**src/rtl/lsu_mem_ctrl_if.sv**
```systemverilog
// Request/response handshake bundle between the execute stage and lsu_mem_ctrl.
// The master (execute stage) issues requests; the slave (controller) returns responses.
interface lsu_mem_ctrl_if;
   logic        req_valid;
   logic        req_ready;
   logic        req_we;
   logic [2:0]  req_funct3;
   logic [31:0] req_addr;
   logic [31:0] req_wdata;
   logic        resp_valid;
   logic        resp_ready;
   logic [31:0] resp_rdata;
   logic        resp_err;

   modport master (
      output req_valid, req_we, req_funct3, req_addr, req_wdata, resp_ready,
      input  req_ready, resp_valid, resp_rdata, resp_err
   );

   modport slave (
      input  req_valid, req_we, req_funct3, req_addr, req_wdata, resp_ready,
      output req_ready, resp_valid, resp_rdata, resp_err
   );
endinterface

```
**src/rtl/lsu_mem_ctrl.sv**
```systemverilog
// Load/store controller for a word-organised data memory: sub-word stores by read-modify-write,
// sign/zero-extended loads. Define MISALIGN_TRAP_EN to fault misaligned half/word accesses.
module lsu_mem_ctrl #(
   parameter int unsigned MEM_DEPTH = 64,
   parameter int unsigned IDX_W     = 6
) (
   input  logic             clk,
   input  logic             reset,
   lsu_mem_ctrl_if.slave    lsu,
   output logic             MemRead,
   output logic             MemWrite,
   output logic [IDX_W-1:0] mem_index,
   output logic [31:0]      mem_wdata,
   input  logic [31:0]      mem_rdata
);

   typedef enum logic [1:0] {IDLE, READ, WRITE, RESP} state_t;

   state_t            state, state_nx;
   logic [IDX_W+1:0]  addr_q;
   logic              we_q;
   logic [2:0]        f3_q;
   logic [31:0]       word_q;
   logic [31:0]       rdata_q;
   logic              err_q;

   logic              f3_ok, range_err, mis_err, acc_err;
   logic [4:0]        lane_sh;
   logic [7:0]        byte_v;
   logic [15:0]       half_v;
   logic [31:0]       load_ext, merged;

   // Request classification, evaluated on the live request bus while IDLE.
   always_comb begin
      if (lsu.req_we)
         f3_ok = !lsu.req_funct3[2] && (lsu.req_funct3[1:0] != 2'b11);
      else
         f3_ok = (lsu.req_funct3[1:0] != 2'b11) && !(lsu.req_funct3[2] && lsu.req_funct3[1]);
      range_err = (lsu.req_addr[31:2] >= 30'(MEM_DEPTH));
`ifdef MISALIGN_TRAP_EN
      mis_err = ((lsu.req_funct3[1:0] == 2'b01) && lsu.req_addr[0]) ||
                ((lsu.req_funct3[1:0] == 2'b10) && (lsu.req_addr[1:0] != 2'b00));
`else
      mis_err = 1'b0;
`endif
      acc_err = !f3_ok || range_err || mis_err;
   end

   // Lane select for load extraction and sub-word merge.
   always_comb begin
      lane_sh  = {addr_q[1:0], 3'b000};
      byte_v   = 8'(mem_rdata >> lane_sh);
      half_v   = addr_q[1] ? mem_rdata[31:16] : mem_rdata[15:0];
      load_ext = mem_rdata;
      merged   = word_q;
      case (f3_q[1:0])
         2'b00: begin
            load_ext = f3_q[2] ? {24'h0, byte_v} : {{24{byte_v[7]}}, byte_v};
            merged   = (mem_rdata & ~(32'hFF << lane_sh)) | ({24'h0, word_q[7:0]} << lane_sh);
         end
         2'b01: begin
            load_ext = f3_q[2] ? {16'h0, half_v} : {{16{half_v[15]}}, half_v};
            merged   = addr_q[1] ? {word_q[15:0], mem_rdata[15:0]} : {mem_rdata[31:16], word_q[15:0]};
         end
         default: ;
      endcase
   end

   always_ff @(posedge clk or negedge reset) begin
      if (!reset) state <= IDLE;
      else        state <= state_nx;
   end

   always_comb begin
      state_nx = state;
      case (state)
         IDLE: if (lsu.req_valid) begin
            if (acc_err)
               state_nx = RESP;
            else if (lsu.req_we && (lsu.req_funct3[1:0] == 2'b10))
               state_nx = WRITE;
            else
               state_nx = READ;
         end
         READ:    state_nx = we_q ? WRITE : RESP;
         WRITE:   state_nx = RESP;
         RESP:    if (lsu.resp_ready) state_nx = IDLE;
         default: state_nx = IDLE;
      endcase
   end

   // word_q holds store data from acceptance and becomes the merged word after READ.
   always_ff @(posedge clk or negedge reset) begin
      if (!reset) begin
         addr_q  <= '0;
         we_q    <= 1'b0;
         f3_q    <= '0;
         word_q  <= '0;
         rdata_q <= '0;
         err_q   <= 1'b0;
      end else begin
         case (state)
            IDLE: if (lsu.req_valid) begin
               addr_q  <= lsu.req_addr[IDX_W+1:0];
               we_q    <= lsu.req_we;
               f3_q    <= lsu.req_funct3;
               word_q  <= lsu.req_wdata;
               rdata_q <= '0;
               err_q   <= acc_err;
            end
            READ: begin
               if (we_q) word_q  <= merged;
               else      rdata_q <= load_ext;
            end
            default: ;
         endcase
      end
   end

   assign lsu.req_ready  = (state == IDLE);
   assign lsu.resp_valid = (state == RESP);
   assign lsu.resp_rdata = rdata_q;
   assign lsu.resp_err   = err_q;
   assign MemRead        = (state == READ);
   assign MemWrite       = (state == WRITE);
   assign mem_index      = addr_q[IDX_W+1:2];
   assign mem_wdata      = (state == WRITE) ? word_q : '0;

endmodule

```
**src/flat_wrapper.sv**
```systemverilog
// flat-port wrapper written by rule: the top's interface ports become plain ports
module lsu_mem_ctrl_flat 
#(
   parameter int unsigned MEM_DEPTH = 64,
   parameter int unsigned IDX_W     = 6
)
  (clk, reset, MemRead, MemWrite, mem_index, mem_wdata, mem_rdata, lsu_req_valid, lsu_req_we, lsu_req_funct3, lsu_req_addr, lsu_req_wdata, lsu_resp_ready, lsu_req_ready, lsu_resp_valid, lsu_resp_rdata, lsu_resp_err);
  lsu_mem_ctrl_if lsu_i ();
  input  logic clk;
  input  logic reset;
  output logic MemRead;
  output logic MemWrite;
  output logic [IDX_W-1:0] mem_index;
  output logic [31:0] mem_wdata;
  input  logic [31:0] mem_rdata;
  input wire logic [$bits(lsu_i.req_valid)-1:0] lsu_req_valid;
  input wire logic [$bits(lsu_i.req_we)-1:0] lsu_req_we;
  input wire logic [$bits(lsu_i.req_funct3)-1:0] lsu_req_funct3;
  input wire logic [$bits(lsu_i.req_addr)-1:0] lsu_req_addr;
  input wire logic [$bits(lsu_i.req_wdata)-1:0] lsu_req_wdata;
  input wire logic [$bits(lsu_i.resp_ready)-1:0] lsu_resp_ready;
  output wire logic [$bits(lsu_i.req_ready)-1:0] lsu_req_ready;
  output wire logic [$bits(lsu_i.resp_valid)-1:0] lsu_resp_valid;
  output wire logic [$bits(lsu_i.resp_rdata)-1:0] lsu_resp_rdata;
  output wire logic [$bits(lsu_i.resp_err)-1:0] lsu_resp_err;
  assign lsu_i.req_valid = lsu_req_valid;
  assign lsu_i.req_we = lsu_req_we;
  assign lsu_i.req_funct3 = lsu_req_funct3;
  assign lsu_i.req_addr = lsu_req_addr;
  assign lsu_i.req_wdata = lsu_req_wdata;
  assign lsu_i.resp_ready = lsu_resp_ready;
  assign lsu_req_ready = lsu_i.req_ready;
  assign lsu_resp_valid = lsu_i.resp_valid;
  assign lsu_resp_rdata = lsu_i.resp_rdata;
  assign lsu_resp_err = lsu_i.resp_err;
  lsu_mem_ctrl #(.MEM_DEPTH(MEM_DEPTH), .IDX_W(IDX_W)) u_core (.clk(clk), .reset(reset), .lsu(lsu_i), .MemRead(MemRead), .MemWrite(MemWrite), .mem_index(mem_index), .mem_wdata(mem_wdata), .mem_rdata(mem_rdata));
endmodule
```
**config.mk**
```make
export PLATFORM = sky130hd
export DESIGN_NAME = lsu_mem_ctrl_flat
export DESIGN_NICKNAME = d
export VERILOG_FILES = /design/src/rtl/lsu_mem_ctrl_if.sv /design/src/rtl/lsu_mem_ctrl.sv /design/src/flat_wrapper.sv
export SDC_FILE = /design/constraint.sdc
export NUM_CORES = 1
export LEC_CHECK = 0
export ABC_AREA = 1
export BUFFER_PORTS_ARGS = -buffer_cell sky130_fd_sc_hd__buf_2
export CELL_PAD_IN_SITES_DETAIL_PLACEMENT = 0
export CELL_PAD_IN_SITES_GLOBAL_PLACEMENT = 2
export CORE_UTILIZATION = 26
export CTS_BUF_LIST = sky130_fd_sc_hd__clkbuf_2
export DETAILED_ROUTE_END_ITERATION = 8
export PLACE_DENSITY_LB_ADDON = 0.12
export REMOVE_ABC_BUFFERS = 1
export SYNTH_ARGS = -nofsm -noshare
export SYNTH_HDL_FRONTEND = slang
export SYNTH_SLANG_ARGS = --single-unit
```
**constraint.sdc**
```tcl
create_clock -name clk -period 2.25 [get_ports clk]
set_input_delay 0.3375 -clock clk [delete_from_list [all_inputs] [get_ports clk]]
set_output_delay 0.3375 -clock clk [all_outputs]
set_load 0.05 [all_outputs]
```
---- After elaboration in Yosys (flattened, before gate mapping) ----
Cells that the tools add are included.
operators by class
  eq/ne operators ......................... 12
  shift-type cells ........................ 3
  bitwise logic cells ..................... 3
  reductions and logical operators ........ 16
  mux-type cells .......................... 20
  magnitude comparators ................... 1
operators by type and width
  cell                                                   count
  two-way mux 32 bit                                     8
  one-hot mux 32 bit (2 select lines)                    4
  AND 32 bit                                             1
  inverter 32 bit                                        1
  OR 32 bit                                              1
  left shift 8 x 5 -> 32 bit                             1
  left shift 8 x 5 -> 32 bit, first input constant       1
  >> shifter 32 x 5 -> 8 bit                             1
  >= comparator 30 x 7 -> 1 bit, second input constant   1
  two-way mux 16 bit                                     1
  two-way mux 2 bit                                      4
  inequality test 2 bit, second input constant           4
  one-hot mux 2 bit (4 select lines)                     1
  equality test 2 bit, second input constant             3
  AND reduction 5 bit                                    1
  equality test 2 x 1 -> 1 bit, second input constant    2
  logical AND 1 bit                                      4
  logical NOT 2 bit                                      2
  AND reduction 2 bit                                    2
  AND reduction 4 bit                                    1
  logical NOT 1 bit                                      3
  inequality test 3 x 1 -> 1 bit, second input constant  1
  inequality test 3 x 2 -> 1 bit, second input constant  1
  AND reduction 3 bit                                    1
  other kinds (4)                                        5
storage, ports and cells
  output and inout port bits .............. 75
  bits in registers ....................... 79

---- Longest topological paths before layout ----
  depth after elaboration ................. 9
  gate-level depth with buffers ........... 11

---- Worst setup path before layout ----
OpenSTA, ideal clock, no wires.
  kind .................................... register to output
  start point ............................. reg u_core.state[0]
  end point ............................... out mem_wdata[10]
  required time ........................... 1.913 ns
  arrival ................................. 1.838 ns
  cell stages (with the launch flop) ...... 7
  path buffers ............................ 2
  setup slack ............................. 0.075 ns
  cell sequence ........................... dfrtp_1 inv_1 ha_1 clkbuf_1 clkbuf_1 nand2_1 inv_1
on the way
  cells in the longest elaborated chain, start to end .. 2
RTL lines
  item                      line                 source
  start: declaration        lsu_mem_ctrl.sv:19   state_t state, state_nx;
  start signal: assignment  lsu_mem_ctrl.sv:71   else state <= state_nx;
  equality test 2 bit       -
  net MemWrite              flat_wrapper.sv:12   output logic MemWrite;
  two-way mux 32 bit        lsu_mem_ctrl.sv:127  assign mem_wdata = (state == WRITE) ? word_q : '0;
  end: declaration          flat_wrapper.sv:14   output logic [31:0] mem_wdata;
The timed path passes the listed nets, and every way through them passes these cells.

---- Worst setup path after layout ----
  start point ............................. reg u_core.state[0]
  end point ............................... out mem_wdata[9]
on the way
  cells in the longest elaborated chain, start to end .. 2
RTL lines
  item                 line
  equality test 2 bit  lsu_mem_ctrl.sv:127
  two-way mux 32 bit   lsu_mem_ctrl.sv:127
No other way between the ends.

==> results.cfg <==
[critical_path]
crit_required_ns = 1.91
critPathBufInv = 4
path_depth = 6
cp-start-kind = register
path_class = register to output pin
crit_slowest_cell = dfrtp_1
arrival_ns = 1.91
worstRegToRegCells = 9
crit_top_cell = inv_2
rrSetupSlack_ns = 0.20
rr_endpoint = u_core.lsu.resp_rdata[2]$_DFFE_PN0P_
crit_fanout = 8
critPathTopFamily = buffers and inverters
cp-end-kind = output pin
path_cells = inv_2 > ha_4 > clkbuf_16 > nand2_2 > inv_2 > buf_8
crit_path_max_incr_delay_ns = 0.46
r2r-start = u_core.state[0]$_DFFE_PN0P_

[power_and_ir_drop]
total_power_mw = 11.0
p_leak_nw = 4.02
power_density_mw_per_mm2 = 1590
peakVddDrop_mv = 0.886

[logic_synthesis]
ys.warnings.count = 0
ys_seq_elements = 79
syn_avg_cell_area_um2 = 6.42
synth_edf_count = 0
ys.flop_type = dfrtp_1
yosysMostFrequentCell = nand2_1
ys_top_cells_by_count = nand2_1 (337), dfrtp_1 (79), inv_1 (75), nor2_1 (75), nand3_1 (42)
synth_area_leader_cell = dfrtp_1
synth.distinct_cells = 31
yosysSeqAreaShare_pct = 39.7
synthArstFlopShare_pct = 100
synth_area_leaders = dfrtp_1 (40%), nand2_1 (25%), inv_1 (5.6%), nor2_1 (5.6%), nand3_1 (4.2%)
syn_inst = 776
netlist.area_leader.share_pct = 39.7
synth_area_mm2 = 0.00498

[finish]
fillers = 2099
nets = 1073
seqCellArea_mm2 = 0.00198
fin_area_mm2 = 0.00697
drive_gt1_share_pct = 30.0
diodes = 0
multi_input_area_mm2 = 0.00262
fin_cells = 1203
area_delta_synth_final_pct = 39.8

[outcome]
run_status = finished, final reports clean

[global_routing]
grtUsageTotal_pct = 19.2
antenna_found_initial = 0
grt_max_degree = 39
grt_pass1_wl_um = 28900
grt_pass1_vias = 5435
grt-ovfl-total = 0

[sta]
rsz0062_at_grt = true
fmax_mhz = 445
slew_headroom_pct = 65.0
min_period_ns = 2.25
final-setup-viol-count = 0
worstMarginPinSlew_ns = 0.524
finClkSkew_ns = 0.0219
finalCritPeriodShare_pct = 99.9
hold_viol = 0
maxSlewViolCount = 0

[detailed_routing]
post_drt_wl_per_cell_um = 15.9
wirelength_um = 19200
drc = 0
antenna_left = 0
vias_per_cell = 4.64
drt_iter0_markers = 273
dr.pass1.iters = 5
vias = 5587

[clock_tree]
clk_pin_slew_ns = 0.25
cts_buffer_depth = 2
clk_latency_ns = 0.61
cts_tree = built
root_buffer = clkbuf_2
cts_buffers = 9
clock_sinks = 79
h-tree-depth = 3

[die]
die_w_um = 140
core_area_mm2 = 0.0188
start_util_pct = 26.6
placementRows = 50
io_pins = 179
die_area_mm2 = 0.0197
die_height_um = 140

[min_path]
holdPathEnd = u_core.word_q[16]$_DFFE_PN0P_
hold_start = lsu_req_wdata[16]
hp-class = input port to register
holdPathStages = 5

[placement]
finalWeightedCongestion = 0.829
port_buffers = 178
place_inst = 1166
dpl.hpwl_um = 14200
place_area_mm2 = 0.00613

[run]
cap_violations = 0
worst reg2reg max path: stages (launching register included):
cell	delay (ns)
dfrtp_1	0.46
inv_2	0.09
buf_4	0.10
ha_1	0.25
inv_1	0.10
or2_2	0.30
nand2_2	0.18
inv_1	0.28
nand2_1	0.15
nand2_1	0.05
routing by layer:
layer | GRT usage [%] | wire length, um
met1 | 24.5 | 8720
met2 | 33.2 | 9340
met3 | 2.67 | 765
met4 | 6.82 | 350
met5 | 0 | 0
power by group:
group | internal [mW] | switching [mW] | leakage [nW]
clock network | 0.366 | 0.583 | 0.0742
registers | 2.05 | 0.527 | 1.00
logic | 2.38 | 5.14 | 2.94
layout by cell type, fill, tap and decap left out, drive strengths merged:
cell type    instances
a211oi               2
dfrtp               79
nand3               44
nor2                78
buf                196
dlygate4sd3         17
nand4                3
clkinv               2
o22ai               13
bufinv               2
nor3                 1
a21oi               32
nand2              341
o211ai               5
inv                 82
o21ai               45
or2                  6
clkbuf              14
ha                   4
clkinvlp             2
a31oi                1
final cells by class:
| class | instances | area share, % |
|---|---|---|
| multi-input cells | 575 | 37.6 |
| flip-flops and latches | 79 | 28.4 |
| clock inverters | 5 | 1.20 |
| inverters | 83 | 4.51 |
| clock buffers | 10 | 0.718 |
| repair buffers | 217 | 23.4 |
| well taps | 234 | 4.20 |
worst max path at each step:
stage / start / to / slack (ns)
2_1_floorplan: u_core.state[1]$_DFFE_PN0P_ / u_core.lsu.resp_rdata[0]$_DFFE_PN0P_ / -1.09
3_3_place_gp: u_core.state[0]$_DFFE_PN0P_ / u_core.word_q[14]$_DFFE_PN0P_ / 0.27
3_5_place_dp: u_core.state[1]$_DFFE_PN0P_ / u_core.word_q[8]$_DFFE_PN0P_ / 0.20
4_1_cts: u_core.state[1]$_DFFE_PN0P_ / MemRead / -0.03
5_1_grt: u_core.state[0]$_DFFE_PN0P_ / mem_wdata[26] / -0.07
6_report: u_core.state[0]$_DFFE_PN0P_ / mem_wdata[9] / 0.003
cell families after synthesis:
logic type      after synthesis  share of synthesized area (%)
flops                        79                           39.7
compound gates               98                           10.6
simple gates                473                           38.3
fa+ha+maj                     4                           1.00
buf+inv                     122                           10.4
metrics by stage:
stage / setup WS (ns) / utilization (%) / hold WS (ns) / setup TNS, ns
final: 0.00326 / 37.1 / 0.0233 / 0
after global routing: -0.0688 / 37.1 / 0.0165 / -1.22
after CTS: -0.0274 / 35.4 / 0.000539 / -0.0536
after detailed placement: 0.199 / 32.7 / 0.296 / 0
after global placement: 0.272 / 32.7 / 0.294 / 0
after floorplan: -1.09 / - / 0.0419 / -59.38
flip-flops by register name, indices dropped and copies added, names as in the netlist:
signal                 cells
u_core.we_q                1
u_core.addr_q              8
u_core.word_q             32
u_core.lsu.resp_err        1
u_core.lsu.resp_rdata     32
u_core.f3_q                3
u_core.state               2
repair_timing:
| item | 4_1_cts | 5_1_grt |
|---|---|---|
| gates cloned | 0 | 3 |
| endpoints found under the hold margin | 78 | 0 |
| hold buffers | 17 | 0 |
| pin swaps | 0 | 0 |
| setup endpoints to repair | 34 | 47 |
| gates resized for setup | 65 | 95 |
| setup buffers | 1 | 1 |
No activity file was read; power rests on OpenSTA's default activity.
